**src/rtl/data_mem_arbiter_if.sv**
```systemverilog
// Request/ack bus between the two requesters, the arbiter and the single-ported data_mem.
// The slave modport is the arbiter's view; the master modport is the requester/memory side.
interface data_mem_arbiter_if #(
  parameter int DATA_W = 32,
  parameter int ADDR_W = 32
);
  logic              req0, req1;
  logic              we0, we1;
  logic              lock0, lock1;
  logic [ADDR_W-1:0] addr0, addr1;
  logic [DATA_W-1:0] wdata0, wdata1;
  logic              ack0, ack1;
  logic              err0, err1;
  logic [DATA_W-1:0] rdata0, rdata1;
  logic [ADDR_W-1:0] address;
  logic [DATA_W-1:0] write_data;
  logic              mem_read, mem_write;
  logic [DATA_W-1:0] read_data;

  modport slave (
    input  req0, req1, we0, we1, lock0, lock1, addr0, addr1, wdata0, wdata1, read_data,
    output ack0, ack1, err0, err1, rdata0, rdata1, address, write_data, mem_read, mem_write
  );

  modport master (
    output req0, req1, we0, we1, lock0, lock1, addr0, addr1, wdata0, wdata1, read_data,
    input  ack0, ack1, err0, err1, rdata0, rdata1, address, write_data, mem_read, mem_write
  );
endinterface

```
**src/rtl/data_mem_arbiter.sv**
```systemverilog
// Round-robin two-port arbiter serialising requests onto single-ported data_mem (IDLE/ACCESS/RESP).
// Define ARB_LOCK_EN to let the current owner hold the bus across requests via lock0/lock1.
module data_mem_arbiter #(
  parameter int DATA_W     = 32,
  parameter int ADDR_W     = 32,
  parameter int MEM_ADDR_W = 16
) (
  input  logic                clk,
  input  logic                rst,
  data_mem_arbiter_if.slave   bus
);
  typedef enum logic [1:0] {S_IDLE, S_ACCESS, S_RESP} state_t;

  state_t            r_state, w_state_nxt;
  logic              r_last_owner, r_owner, r_bad;
  logic [ADDR_W-1:0] r_address, w_address_nxt;
  logic [DATA_W-1:0] r_write_data, w_write_data_nxt;
  logic              r_mem_read, r_mem_write, w_mem_read_nxt, w_mem_write_nxt;
  logic              r_ack0, r_ack1, r_err0, r_err1;
  logic [DATA_W-1:0] r_rdata0, r_rdata1;
  logic              w_grant, w_gnt_port, w_lock_hold, w_lock_port;
  logic [ADDR_W-1:0] w_sel_addr;
  logic [DATA_W-1:0] w_sel_wdata;
  logic              w_sel_we, w_sel_bad;

  assign w_sel_addr  = w_gnt_port ? bus.addr1  : bus.addr0;
  assign w_sel_wdata = w_gnt_port ? bus.wdata1 : bus.wdata0;
  assign w_sel_we    = w_gnt_port ? bus.we1    : bus.we0;
  assign w_sel_bad   = (w_sel_addr[1:0] != 2'b00) || (w_sel_addr[ADDR_W-1:MEM_ADDR_W] != '0);

`ifdef ARB_LOCK_EN
  logic r_locked, r_lock_port, w_owner_lock;
  assign w_owner_lock = r_owner ? bus.lock1 : bus.lock0;
  assign w_lock_hold  = r_locked && (r_lock_port ? bus.lock1 : bus.lock0);
  assign w_lock_port  = r_lock_port;

  always_ff @(posedge clk or posedge rst) begin
    if (rst) begin
      r_locked    <= 1'b0;
      r_lock_port <= 1'b0;
    end else if (r_state == S_RESP && w_owner_lock) begin
      r_locked    <= 1'b1;
      r_lock_port <= r_owner;
    end else if (r_state == S_IDLE && r_locked && !w_lock_hold) begin
      r_locked    <= 1'b0;
    end
  end
`else
  assign w_lock_hold = 1'b0;
  assign w_lock_port = 1'b0;
`endif

  always_ff @(posedge clk or posedge rst) begin
    if (rst) begin
      r_state      <= S_IDLE;
      r_last_owner <= 1'b1;
      r_owner      <= 1'b0;
      r_bad        <= 1'b0;
      r_address    <= '0;
      r_write_data <= '0;
      r_mem_read   <= 1'b0;
      r_mem_write  <= 1'b0;
      r_ack0       <= 1'b0;
      r_ack1       <= 1'b0;
      r_err0       <= 1'b0;
      r_err1       <= 1'b0;
      r_rdata0     <= '0;
      r_rdata1     <= '0;
    end else begin
      r_state      <= w_state_nxt;
      r_address    <= w_address_nxt;
      r_write_data <= w_write_data_nxt;
      r_mem_read   <= w_mem_read_nxt;
      r_mem_write  <= w_mem_write_nxt;
      r_ack0       <= (r_state == S_ACCESS) && !r_owner;
      r_ack1       <= (r_state == S_ACCESS) && r_owner;
      r_err0       <= (r_state == S_ACCESS) && !r_owner && r_bad;
      r_err1       <= (r_state == S_ACCESS) && r_owner && r_bad;
      if (w_grant) begin
        r_owner      <= w_gnt_port;
        r_last_owner <= w_gnt_port;
        r_bad        <= w_sel_bad;
      end
      // mem_read is only ever high during a good read, so it doubles as the capture enable
      if (r_state == S_ACCESS) begin
        if (r_bad) begin
          if (r_owner) r_rdata1 <= '0;
          else         r_rdata0 <= '0;
        end else if (r_mem_read) begin
          if (r_owner) r_rdata1 <= bus.read_data;
          else         r_rdata0 <= bus.read_data;
        end
      end
    end
  end

  always_comb begin
    w_state_nxt = r_state;
    w_grant     = 1'b0;
    w_gnt_port  = 1'b0;
    case (r_state)
      S_IDLE: begin
        if (w_lock_hold) begin
          w_gnt_port = w_lock_port;
          w_grant    = w_lock_port ? bus.req1 : bus.req0;
        end else if (bus.req0 && bus.req1) begin
          w_grant    = 1'b1;
          w_gnt_port = ~r_last_owner;
        end else if (bus.req0 || bus.req1) begin
          w_grant    = 1'b1;
          w_gnt_port = bus.req1;
        end
        if (w_grant) w_state_nxt = S_ACCESS;
      end
      S_ACCESS: w_state_nxt = S_RESP;
      S_RESP:   w_state_nxt = S_IDLE;
      default:  w_state_nxt = S_IDLE;
    endcase
  end

  always_comb begin
    w_address_nxt    = '0;
    w_write_data_nxt = '0;
    w_mem_read_nxt   = 1'b0;
    w_mem_write_nxt  = 1'b0;
    if (r_state == S_IDLE && w_grant) begin
      w_address_nxt    = w_sel_addr;
      w_write_data_nxt = w_sel_wdata;
      w_mem_read_nxt   = !w_sel_we && !w_sel_bad;
      w_mem_write_nxt  = w_sel_we && !w_sel_bad;
    end
  end

  assign bus.address    = r_address;
  assign bus.write_data = r_write_data;
  assign bus.mem_read   = r_mem_read;
  assign bus.mem_write  = r_mem_write;
  assign bus.ack0       = r_ack0;
  assign bus.ack1       = r_ack1;
  assign bus.err0       = r_err0;
  assign bus.err1       = r_err1;
  assign bus.rdata0     = r_rdata0;
  assign bus.rdata1     = r_rdata1;
endmodule
```
**src/flat_wrapper.sv**
```systemverilog
// flat-port wrapper written by rule: the top's interface ports become plain ports
module data_mem_arbiter_flat 
#(
  parameter int DATA_W     = 32,
  parameter int ADDR_W     = 32,
  parameter int MEM_ADDR_W = 16
)
  (clk, rst, bus_req0, bus_req1, bus_we0, bus_we1, bus_lock0, bus_lock1, bus_addr0, bus_addr1, bus_wdata0, bus_wdata1, bus_read_data, bus_ack0, bus_ack1, bus_err0, bus_err1, bus_rdata0, bus_rdata1, bus_address, bus_write_data, bus_mem_read, bus_mem_write);
  data_mem_arbiter_if #(.DATA_W(DATA_W), .ADDR_W(ADDR_W)) bus_i ();
  input  logic clk;
  input  logic rst;
  input wire logic [$bits(bus_i.req0)-1:0] bus_req0;
  input wire logic [$bits(bus_i.req1)-1:0] bus_req1;
  input wire logic [$bits(bus_i.we0)-1:0] bus_we0;
  input wire logic [$bits(bus_i.we1)-1:0] bus_we1;
  input wire logic [$bits(bus_i.lock0)-1:0] bus_lock0;
  input wire logic [$bits(bus_i.lock1)-1:0] bus_lock1;
  input wire logic [$bits(bus_i.addr0)-1:0] bus_addr0;
  input wire logic [$bits(bus_i.addr1)-1:0] bus_addr1;
  input wire logic [$bits(bus_i.wdata0)-1:0] bus_wdata0;
  input wire logic [$bits(bus_i.wdata1)-1:0] bus_wdata1;
  input wire logic [$bits(bus_i.read_data)-1:0] bus_read_data;
  output wire logic [$bits(bus_i.ack0)-1:0] bus_ack0;
  output wire logic [$bits(bus_i.ack1)-1:0] bus_ack1;
  output wire logic [$bits(bus_i.err0)-1:0] bus_err0;
  output wire logic [$bits(bus_i.err1)-1:0] bus_err1;
  output wire logic [$bits(bus_i.rdata0)-1:0] bus_rdata0;
  output wire logic [$bits(bus_i.rdata1)-1:0] bus_rdata1;
  output wire logic [$bits(bus_i.address)-1:0] bus_address;
  output wire logic [$bits(bus_i.write_data)-1:0] bus_write_data;
  output wire logic [$bits(bus_i.mem_read)-1:0] bus_mem_read;
  output wire logic [$bits(bus_i.mem_write)-1:0] bus_mem_write;
  assign bus_i.req0 = bus_req0;
  assign bus_i.req1 = bus_req1;
  assign bus_i.we0 = bus_we0;
  assign bus_i.we1 = bus_we1;
  assign bus_i.lock0 = bus_lock0;
  assign bus_i.lock1 = bus_lock1;
  assign bus_i.addr0 = bus_addr0;
  assign bus_i.addr1 = bus_addr1;
  assign bus_i.wdata0 = bus_wdata0;
  assign bus_i.wdata1 = bus_wdata1;
  assign bus_i.read_data = bus_read_data;
  assign bus_ack0 = bus_i.ack0;
  assign bus_ack1 = bus_i.ack1;
  assign bus_err0 = bus_i.err0;
  assign bus_err1 = bus_i.err1;
  assign bus_rdata0 = bus_i.rdata0;
  assign bus_rdata1 = bus_i.rdata1;
  assign bus_address = bus_i.address;
  assign bus_write_data = bus_i.write_data;
  assign bus_mem_read = bus_i.mem_read;
  assign bus_mem_write = bus_i.mem_write;
  data_mem_arbiter #(.DATA_W(DATA_W), .ADDR_W(ADDR_W), .MEM_ADDR_W(MEM_ADDR_W)) u_core (.clk(clk), .rst(rst), .bus(bus_i));
endmodule
```
**config.mk**
```make
export PLATFORM = sky130hd
export DESIGN_NAME = data_mem_arbiter_flat
export DESIGN_NICKNAME = d
export VERILOG_FILES = /design/src/rtl/data_mem_arbiter_if.sv /design/src/rtl/data_mem_arbiter.sv /design/src/flat_wrapper.sv
export SDC_FILE = /design/constraint.sdc
export NUM_CORES = 1
export LEC_CHECK = 0
export CAP_MARGIN = 40
export CELL_PAD_IN_SITES_DETAIL_PLACEMENT = 0
export CELL_PAD_IN_SITES_GLOBAL_PLACEMENT = 1
export CORE_MARGIN = 2
export CORE_UTILIZATION = 32
export CTS_BUF_LIST = sky130_fd_sc_hd__clkbuf_8
export CTS_CLUSTER_SIZE = 10
export DETAILED_ROUTE_END_ITERATION = 6
export PLACE_DENSITY = 0.91
export REMOVE_ABC_BUFFERS = 1
export SYNTH_ARGS = -nofsm -noshare
export SYNTH_HDL_FRONTEND = slang
export SYNTH_SLANG_ARGS = --single-unit
```
**constraint.sdc**
```tcl
create_clock -name clk -period 6.4 [get_ports clk]
set_clock_uncertainty 0.05 [all_clocks]
set_input_delay 1.28 -clock clk [delete_from_list [all_inputs] [get_ports clk]]
set_output_delay 1.28 -clock clk [all_outputs]
set_load 0.005 [all_outputs]
```
## After elaboration in Yosys (flattened, before gate mapping)

Cells that the tools add are included.

| operators by class | value |
|---|---|
| add/sub/neg operators | 0 |
| multiply operators | 0 |
| divide/modulo/power cells | 0 |
| magnitude comparators | 0 |
| equality and inequality tests | 2 |
| shift operators | 0 |
| mux-type cells | 24 |
| bitwise operators | 2 |
| reduce and logical (&&, ||, !) cells | 19 |

Operators with widths:

| kind | count |
|---|---|
| two-way mux 32 bit | 12 |
| nonzero test 16 bit | 1 |
| two-way mux 1 bit | 10 |
| logical AND 1 bit | 8 |
| AND reduction 3 bit | 2 |
| case mux 2 bit (2 select lines) | 1 |
| nonzero test 2 bit | 2 |
| logical NOT 1 bit | 3 |
| equality test 2 x 1 -> 1 bit, second input constant | 1 |
| logical NOT 2 bit | 1 |
| logical OR 1 bit | 2 |
| two-way mux 2 bit | 1 |
| inequality test 2 bit, second input constant | 1 |
| inverter 1 bit | 2 |

| storage, ports and cells | value |
|---|---|
| flip-flop bits (word level) | 139 |
| latch bits | 0 |
| bits in writable memories | 0 |
| ROM bits | 0 |
| input bits | 168 |
| output and inout bits | 134 |
| logic and storage cells | 61 |
| memories | 0 |

## Longest topological paths before layout

Gate-level depths: netlist of run 1.

| logic depth | value |
|---|---|
| depth after elaboration | 10 |
| gate-level depth with buffers | 6 |
| depth with buffers taken out | 5 |

## Least setup slack after synthesis of run 1

No wires, ideal clock.

| timing path | value |
|---|---|
| kind | input -> register |
| start point | input bus_req1 |
| end point | register u_core.r_bad |
| setup time | 130 ps |
| arrival | 2109 ps |
| required time | 6220 ps |
| slack | 4110 ps |
| stages | 4 |
| path buffers | 0 |
| cells stage by stage | a21boi_2 > or4_1 > a21oi_1 > a21oi_1 |

| between the ends | value |
|---|---|
| word-level cells in the longest chain between the ends | 7 |
| elaborated cells between the ends (all ways) | 13 |
| classes of those cells | mux: 8; reduce/logical: 5 |

Ends and longest elaborated chain:

| element | line | source |
|---|---|---|
| start, declared | flat_wrapper.sv:13 | `input wire logic [$bits(bus_i.req1)-1:0] bus_req1;` |
| logical OR 1 bit | data_mem_arbiter.sv:109 | `end else if (bus.req0 \|\| bus.req1) begin` |
| two-way mux 1 bit | data_mem_arbiter.sv:109 |  |
| two-way mux 1 bit | data_mem_arbiter.sv:106 | `end else if (bus.req0 && bus.req1) begin` |
| two-way mux 1 bit | data_mem_arbiter.sv:101 | `case (r_state)` |
| two-way mux 32 bit | data_mem_arbiter.sv:26 | `assign w_sel_addr = w_gnt_port ? bus.addr1 : bus.addr0;` |
| nonzero test 16 bit / nonzero test 2 bit (equally long branches) | data_mem_arbiter.sv:29 | `assign w_sel_bad = (w_sel_addr[1:0] != 2'b00) \|\| (w_sel_addr[ADDR_W-1:MEM_ADDR_W] != '0);` |
| logical OR 1 bit | data_mem_arbiter.sv:29 |  |
| end signal, assigned | data_mem_arbiter.sv:82 | `r_bad <= w_sel_bad;` |
| end, declared | data_mem_arbiter.sv:15 | `logic r_last_owner, r_owner, r_bad;` |

Several ways; a longest one is shown, not always the timed one. The select of a mux whose other input is x is not followed.
A chain may end at the register's enable or synchronous reset.

## Worst setup path after layout of run 1

| timing path | value |
|---|---|
| start point | input bus_req0 |
| end point | register u_core.r_bad |

| between the ends | value |
|---|---|
| word-level cells in the longest chain between the ends | 7 |
| elaborated cells between the ends (all ways) | 13 |
| classes of those cells | mux: 8; reduce/logical: 5 |

Ends and longest elaborated chain:

| element | line | source |
|---|---|---|
| start, declared | flat_wrapper.sv:12 | `input wire logic [$bits(bus_i.req0)-1:0] bus_req0;` |
| logical OR 1 bit | data_mem_arbiter.sv:109 |  |
| two-way mux 1 bit | data_mem_arbiter.sv:109 |  |
| two-way mux 1 bit | data_mem_arbiter.sv:106 |  |
| two-way mux 1 bit | data_mem_arbiter.sv:101 |  |
| two-way mux 32 bit | data_mem_arbiter.sv:26 |  |
| nonzero test 16 bit / nonzero test 2 bit (equally long branches) | data_mem_arbiter.sv:29 |  |
| logical OR 1 bit | data_mem_arbiter.sv:29 |  |

Several ways; a longest one is shown, not always the timed one. The select of a mux whose other input is x is not followed.

==> flow_summary_export.csv, run 1 <==
group,metric,value,unit
timing,setup_viol,0,
power_and_ir_drop,p_per_area,314,mW/mm^2
synth,synthAdderAreaFrac,0,
floorplanning,die_w,140,um
cts,cts_hold_buf,0,
detailed_routing,drc_errors,17,
power_and_ir_drop,p_switching,0.000857,W
worst_setup_path,crit_fanout,48,
detailed_routing,viasPerCell,4.74,
placed_design,numPortBuffers,299,
layout,nets,874,
synth,synth_xor_xnor_area_share,0,
synth,yosys_warnings,0,
power_and_ir_drop,seqPwrFrac,0.368,
min_path,hold_path_class,"flip-flop to flip-flop",
cts,cts_tree,"done",
timing,final-max-slew-violation-count,0,
grt,grt_max_degree,63,
layout,fillers,1539,
timing,finalSetupTns,0,ns
grt,grt_first_pass_wirelength,26400,um
synth,synth_mux_area_frac,0.161,
floorplanning,dieArea,0.0196,mm^2
cts,cts_buffers,17,
synth,synthTopCellsByCount,"dfrtp_1, mux2_4, o221a_2, nand2_1, a21oi_1",
cts,ctsLongestPathBuffers,2,
synth,yosysTopAreaCell,"dfrtp_1",
power_and_ir_drop,p_sw_frac,0.286,
floorplanning,ios,302,
synth,synth_compound_area_frac,0.110,
floorplanning,start_util,0.327,
power_and_ir_drop,ir_worst_vdd,0.190,mV
synth,synth_most_common_cell,"dfrtp_1",
power_and_ir_drop,finalPower,0.00300,W
placed_design,gp_congestion,0.795,
placed_design,dp_hpwl,12300,um
synth,syn_avg_cell_area,14.4,um^2
timing,fmaxAchievable,0.344,GHz
grt,antenna_found_initial,0,
synth,synth_area_leaders,"dfrtp_1, mux2_4, o221a_2",
synth,yosys.area_share.simple,0.100,
floorplanning,core_area,0.0181,mm^2
cts,clk_pin_slew,0.07,ns
timing,hold_viol_final,0,
synth,synth_top_area_share,0.583,
detailed_routing,wl,17000,um
synth,synth-async-reset-ratio,1.00,
floorplanning,die_h,140,um
layout,final_cell_area,0.00955,mm^2
worst_setup_path,end_kind,"flip-flop",
synth,ys_types,35,
synth,synth_flop_cell,"dfrtp_1",
synth,synthCells,412,
placed_design,place_inst,916,
cts,cts.sinks,139,
layout,diodes,0,
synth,synth_top_family_by_area,"multiplexers",
timing,maxSlewHeadroom,0.443,
timing,worst_slew_pin_slew,0.836,ns
cts,cts-root-buf,"clkbuf_8",
grt,grt.total_usage,0.173,
worst_setup_path,worstPathRequired,6.64,ns
grt,grt_pass1_vias,4781,
layout,area_growth,61.2,%
layout,drive_gt1_frac,0.224,
status,violations,"design-rule violations",
power_and_ir_drop,p_leak,4.21,nW
placed_design,dpl_cell_area,0.00908,mm^2
placed_design,place_ws,3.07,ns
worst_setup_path,cp.arrival,3.15,ns
worst_setup_path,worstSetupStartpointType,"input pin",
status,status,"finished, violations left",
synth,ys_seq_area_frac,0.587,
timing,setup_ws,3.49,ns
timing,fin_crit,2.91,ns
synth,synth_edf_count,0,
grt,overflow,0,
synth,ys_ff_latch,139,
detailed_routing,first_pass_iters,7,
cts,cts_resized,0,
cts,postCtsSetupRepairBufs,0,
floorplanning,fp-row-count,49,
power_and_ir_drop,intPower,0.00214,W
detailed_routing,antenna_left,0,
detailed_routing,vias,4490,
power_and_ir_drop,p_comb_frac,0.353,
layout,stdcell_count,948,
detailed_routing,wl_per_cell,18.0,um
timing,post-route-period-util,0.454,
synth,synthesis.area,0.00592,mm^2
cts,clk_latency,0.42,ns
cts,htree_levels,4,
power_and_ir_drop,clkPwrFrac,0.279,
timing,rsz0062_at_grt,"no",
job,drv_cap,0,
detailed_routing,dr.first_iter.drc_count,266,
worst_setup_path,reg2reg_slack,4.26,ns
worst_setup_path,critPathKind,"input pin to flip-flop",
[metal layers]
layer | GRT usage | wire length, um | part of all wire | vias up
met5 | 0 | 0 | 0 | -
met4 | 0.0659 | 414 | 0.024 | 0
met3 | 0.0626 | 1450 | 0.085 | 27
met2 | 0.285 | 8410 | 0.49 | 218
met1 | 0.210 | 6740 | 0.40 | 2177
li1 | - | - | - | 2068
[worst max-delay path, cell delays in order]
cell	delay, ns
clkdlybuf4s50_1	0.58
a21boi_4	0.09
buf_4	0.29
or4_1	0.46
a21oi_1	0.33
a21oi_1	0.11
[worst paths after layout]
path / from / endpoint / depth (start not counted)
max: bus_req0 / u_core.r_bad / 6
min: u_core.r_state[1] / u_core.r_state[1] / 1
max reg2reg: u_core.r_state[1] / u_core.bus.write_data[31] / 5
min reg2reg: u_core.r_state[1] / u_core.r_state[1] / 1
max in group asynchronous: rst / u_core.bus.address[0] / 3
min in group asynchronous: rst / u_core.bus.rdata1[13] / 2
[cell type report]
class                           count  area, um^2  share of cell area
Clock buffer                       20         275              0.0288
Timing Repair Buffer              307        3080               0.323
Clock inverter                     12         195              0.0204
Multi-Input combinational cell    238        2210               0.232
Sequential cell                   139        3480               0.364
Tap cell                          229         287              0.0300
Inverter                            3        16.3             0.00170
[power by group through the flow]
stage / Clock, W / Combinational [W] / Sequential (W)
after floorplan: 0 / 0.000446 / 0.00114
after global placement: 0 / 0.00105 / 0.00112
after detailed placement: 0 / 0.00107 / 0.00112
after CTS: 0.000865 / 0.00107 / 0.00111
after global routing: 0.000903 / 0.00113 / 0.00112
final: 0.000838 / 0.00106 / 0.00110
[layout by cell type (no fill, tap or decap), drive strengths merged, types with 2 or more instances in the layout]
cell type / Yosys / routed
and2: 3 / 3
nor3: 5 / 5
buf: 20 / 8
inv: 3 / 7
bufinv: 0 / 5
clkinv: 0 / 2
nand2: 44 / 44
mux2: 64 / 64
nor4: 7 / 7
a21oi: 20 / 20
clkdlybuf4s50: 0 / 299
o221a: 46 / 46
nand4: 2 / 2
nor2b: 16 / 16
and2b: 20 / 20
o21a: 2 / 2
nor2: 3 / 3
clkbuf: 12 / 20
dfrtp: 138 / 138
[through the flow]
step / util / hold WS, ns
final: 0.528 / 0.440
after detailed placement: 0.502 / 0.430
after global routing: 0.528 / 0.475
after floorplan: - / 0.397
after CTS: 0.528 / 0.446
after global placement: 0.499 / 0.418
[flip-flops by register name (all words and copies together) (netlist names)]
signal and flops:
u_core.bus.rdata0 32, u_core.bus.err1 1, u_core.bus.err0 1, u_core.bus.ack1 1
u_core.bus.mem_read 1, u_core.bus.mem_write 1, u_core.r_state 2, u_core.r_bad 1
u_core.bus.rdata1 32, u_core.r_owner 1, u_core.bus.ack0 1, u_core.bus.write_data 32
u_core.r_last_owner 1, u_core.bus.address 32
[logic make-up (layout without fill, tap and decap cells)]
| family | count (synthesis) | after routing |
|---|---|---|
| AOI/OAI and AO/OA | 70 | 70 |
| buffers and inverters | 35 | 342 |
| and+or+nand+nor | 103 | 103 |
| DFF | 139 | 139 |
| muxes | 65 | 65 |
(Power assumes the default switching activity.)
==> inputs of run 2 (changes only) <==
clock period = 2.9 ns   (was 6.4 ns; I/O delays follow)
==> run 2 against run 1 <==
- the run still ends with design-rule violations left
- worst hold slack worse by 0.0028 ns
- via count up 0.31%
- critical path depth down 5
- routed wire length down 3.2%
==> flow_summary_export.csv, run 2 (synthesized netlist as in run 1, its figures left out) <==
group,metric,value,unit
status,status,"finished, violations left",
status,violations,"design-rule violations",
cts,clk_pin_slew,0.08,ns
grt,grt_max_degree,54,
layout,stdcell_count,952,
worst_setup_path,cpPeakStageDelay,0.57,ns
detailed_routing,first_pass_iters,7,
detailed_routing,dr.first_iter.drc_count,223,
cts,cts_tree,"done",
floorplanning,die_w,140,um
layout,layout_common_cells,"clkdlybuf4s50_1, dfrtp_1, mux2_4",
power_and_ir_drop,ir_worst_vdd,0.415,mV
detailed_routing,viasPerCell,4.73,
grt,grt.total_usage,0.172,
detailed_routing,antenna_left,0,
cts,postCtsSetupRepairBufs,0,
detailed_routing,drc_errors,17,
worst_setup_path,cp.arrival,1.46,ns
detailed_routing,wl_per_cell,17.3,um
grt,grt_pass1_vias,4773,
worst_setup_path,worstPathRequired,2.27,ns
timing,maxSlewHeadroom,0.667,
worst_setup_path,crit_fanout,2,
layout,diodes,0,
placed_design,dpl_cell_area,0.00914,mm^2
cts,cts_hold_buf,0,
cts,cts-root-buf,"clkbuf_8",
placed_design,gp_congestion,0.797,
layout,final_cell_area,0.00960,mm^2
worst_setup_path,worstSetupStartpointType,"flip-flop",
layout,drive_gt1_frac,0.230,
min_path,hold_path_class,"flip-flop to flip-flop",
timing,setup_viol,0,
timing,final-max-slew-violation-count,0,
power_and_ir_drop,finalPower,0.00660,W
worst_setup_path,cp_slowest_cell,"clkdlybuf4s50_1",
timing,fin_crit,2.09,ns
layout,final_common_cell,"clkdlybuf4s50_1",
placed_design,numPortBuffers,299,
timing,fmaxAchievable,0.478,GHz
placed_design,place_ws,0.473,ns
layout,multi_input_area,0.00221,mm^2
timing,rsz0062_at_grt,"no",
timing,post-route-period-util,0.721,
layout,seq_area,0.00348,mm^2
cts,htree_levels,4,
worst_setup_path,critPathTopFamily,"buffers and inverters",
grt,grt_first_pass_wirelength,26100,um
worst_setup_path,reg2reg_slack,1.10,ns
worst_setup_path,critPathKind,"flip-flop to output port",
grt,antenna_found_initial,0,
placed_design,place_inst,920,
worst_setup_path,crit_chain,"clkdlybuf4s50_1",
worst_setup_path,critPathBufInv,1,
cts,ctsLongestPathBuffers,2,
floorplanning,start_util,0.327,
layout,nets,878,
job,drv_cap,0,
layout,fillers,1536,
timing,hold_viol_final,0,
power_and_ir_drop,p_leak,4.23,nW
grt,overflow,0,
cts,clk_latency,0.44,ns
timing,setup_ws,0.809,ns
floorplanning,fp-row-count,49,
floorplanning,ios,302,
placed_design,dp_hpwl,12200,um
timing,worst_slew_pin_slew,0.500,ns
detailed_routing,vias,4504,
cts,cts_buffers,17,
detailed_routing,wl,16500,um
floorplanning,dieArea,0.0196,mm^2
layout,area_growth,62.0,%
cts,cts_resized,0,
power_and_ir_drop,p_per_area,688,mW/mm^2
cts,cts.sinks,139,
floorplanning,die_h,140,um
floorplanning,core_area,0.0181,mm^2
worst_setup_path,end_kind,"output port",
## run 2: cell count changes in the layout (fill, tap and decap cells not counted), sizes merged
cell | previous run | this run
clkbuf | 20 | 17
inv | 7 | 8
buf | 8 | 12
clkinv | 2 | 4
## run 2: routing by layer
metal / track usage / wire length [um] / up-vias
met2: 0.291 / 8290 / 204
met1: 0.204 / 6480 / 2200
met4: 0.0463 / 234 / 0
met5: 0 / 0 / -
li1: - / - / 2078
met3: 0.0680 / 1470 / 22
## run 2: path summary, 6_finish.rpt
| path | from | depth (start not counted) | endpoint |
|---|---|---|---|
| setup reg to reg | u_core.r_state[1] | 5 | u_core.bus.rdata0[29] |
| max in group asynchronous | rst | 3 | u_core.bus.write_data[28] |
| setup / recovery | u_core.bus.mem_read | 1 | bus_mem_read |
| min in group asynchronous | rst | 2 | u_core.bus.rdata0[13] |
| hold / removal | u_core.r_last_owner | 2 | u_core.r_last_owner |
| hold reg to reg | u_core.r_last_owner | 2 | u_core.r_last_owner |
## run 2: final cells by class
class / instances / share of cell area
multi-input combinational: 238 / 0.231
inverter: 3 / 0.00169
clock inverter: 15 / 0.0232
timing repair buffer: 311 / 0.328
clock buffer: 17 / 0.0244
tap: 229 / 0.0299
sequential: 139 / 0.363
## run 2: power breakdown
group	switching (W)	internal [W]	leakage [nW]	total (W)
combinational	0.000995	0.00136	2.13	0.00235
sequential	0.000116	0.00231	1.87	0.00243
clock	0.000789	0.00103	0.234	0.00182
## run 2: metrics by stage
stage,setup TNS [ns],hold slack [ns],util
global route,0,0.458,0.531
detailed placement,0,0.426,0.505
CTS,0,0.439,0.531
floorplan,-249.41,0.397,-
finish,0,0.437,0.531
global placement,0,0.419,0.505
==> inputs of run 3 (changes only) <==
CORE_UTILIZATION = 29   (was 32)
PLACE_DENSITY = 0.88   (was 0.91)
clock period = 1.8 ns   (was 2.9 ns; I/O delays follow)
==> run 3 against run 2 <==
- register-to-register slack worse by 1.0 ns
- clock-buffer cell count is the same
- global-route usage down 0.56 points
- utilization fell by 4.1 points
- critical path type unchanged
- the run now ends clean
- final area rose by 2.8%
- total power is 63% higher
- critical path depth is the same
==> flow_summary_export.csv, run 3 (synthesized netlist as in run 1, its figures left out) <==
group,metric,value,unit
timing,hold_viol_final,0,
placed_design,dp_hpwl,13300,um
timing,worst_slew_pin_slew,0.409,ns
power_and_ir_drop,finalPower,0.0107,W
worst_setup_path,crit_start,"u_core.bus.rdata0[3]",
floorplanning,ios,302,
cts,cts_hold_buf,0,
floorplanning,fp-row-count,52,
cts,cts_buffers,17,
placed_design,numPortBuffers,299,
detailed_routing,viasPerCell,4.51,
detailed_routing,drc_errors,0,
layout,nets,902,
floorplanning,die_h,147,um
detailed_routing,first_pass_iters,4,
grt,antenna_found_initial,0,
worst_setup_path,critPathBufInv,1,
timing,post-route-period-util,0.965,
status,status,"complete, no violations",
cts,htree_levels,4,
worst_setup_path,cp_slowest_cell,"clkdlybuf4s50_1",
cts,clk_latency,0.44,ns
detailed_routing,wl_per_cell,17.2,um
power_and_ir_drop,p_leak,4.50,nW
cts,cts-root-buf,"clkbuf_8",
detailed_routing,antenna_left,0,
layout,drive_gt1_frac,0.257,
cts,clk_pin_slew,0.08,ns
worst_setup_path,critPathTopFamily,"buffers and inverters",
worst_setup_path,end_kind,"output port",
worst_setup_path,reg2reg_from,"u_core.r_state[1]",
cts,cts_tree,"done",
power_and_ir_drop,ir_worst_vdd,0.595,mV
placed_design,place_ws,-0.186,ns
grt,grt.total_usage,0.166,
layout,area_growth,66.6,%
layout,final_common_cell,"clkdlybuf4s50_1",
timing,setup_viol,0,
detailed_routing,dr.first_iter.drc_count,148,
worst_setup_path,reg2reg_slack,0.10,ns
grt,grt_max_degree,39,
min_path,hold_path_class,"input pin to async pin",
floorplanning,dieArea,0.0216,mm^2
timing,hold_slack,0.200,ns
layout,diodes,0,
grt,overflow,0,
cts,cts.sinks,139,
timing,final-max-slew-violation-count,0,
worst_setup_path,worstSetupStartpointType,"flip-flop",
placed_design,gp_congestion,0.838,
layout,utilization,0.489,
worst_setup_path,crit_fanout,2,
worst_setup_path,critPathKind,"flip-flop to output port",
worst_setup_path,crit_chain,"clkdlybuf4s50_1",
timing,fmaxAchievable,0.576,GHz
worst_setup_path,cp.arrival,1.33,ns
worst_setup_path,worstPathRequired,1.39,ns
grt,grt_pass1_vias,4970,
worst_setup_path,cpPeakStageDelay,0.51,ns
worst_setup_path,r2r-end,"u_core.bus.rdata0[30]",
timing,fin_crit,1.74,ns
floorplanning,start_util,0.294,
detailed_routing,wl,17500,um
power_and_ir_drop,p_per_area,1090,mW/mm^2
worst_setup_path,reg2reg_depth,5,
timing,setup_ws,0.0638,ns
layout,layout_common_cells,"clkdlybuf4s50_1, dfrtp_1, mux2_4",
job,drv_cap,0,
cts,ctsLongestPathBuffers,2,
grt,grt_first_pass_wirelength,27600,um
detailed_routing,vias,4587,
timing,maxSlewHeadroom,0.727,
floorplanning,die_w,147,um
floorplanning,core_area,0.0202,mm^2
run 3: cell count changes in the layout (fill, tap and decap cells not counted), sizes merged:
cell	change
dlymetal6s2s	+7
dlygate4sd2	+6
buf	+24
clkdlybuf4s50	-13
clkinvlp	+2
bufinv	-2
run 3: stage by stage:
step / cells / area [um^2] / TNS (ns)
floorplan: 380 / 5690 / -459.32
global placement: 979 / 9390 / -4.21
detailed placement: 979 / 9390 / -4.94
CTS: 1012 / 9810 / 0
global route: 1017 / 9870 / -0.00233
finish: 1017 / 9870 / 0
run 3: final cells by class:
cell class                      instances  area, um^2
Timing Repair Buffer                  335        3400
Sequential cell                       139        3480
Clock buffer                           17         234
Fill cell                            1793       10300
Tap cell                              270         338
Clock inverter                         15         189
Multi-Input combinational cell        238        2210
Inverter                                3        16.3
run 3: how the worst max path moves through the flow:
stage                          end  slack [ns]  cells after the start
2_1_floorplan      u_core.bus.ack0       -2.33                      1
3_3_place_gp          u_core.r_bad       -0.18                      5
3_5_place_dp   u_core.bus.mem_read       -0.19                      5
4_1_cts             bus_rdata1[11]       0.007                      1
5_1_grt             bus_rdata1[17]      -0.002                      1
6_report             bus_rdata0[3]        0.06                      1
run 3: layer usage:
metal	vias to the layer above	GRT usage	wire, um
met3	17	0.0404	1140
met1	2227	0.202	7030
li1	2129	-	-
met4	0	0.0644	289
met2	214	0.285	9050
met5	-	0	0
run 3: what timing repair did:
action / CTS / global route
resized for setup: 7 / 7
setup endpoints to repair: 7 / 12
pin swaps: 0 / 0
setup buffers: 1 / 5
run 3: where the power goes:
part / switching, W / internal, W / total, W
clock: 0.00131 / 0.00140 / 0.00271
combinational: 0.00173 / 0.00237 / 0.00410
sequential: 0.000210 / 0.00373 / 0.00394
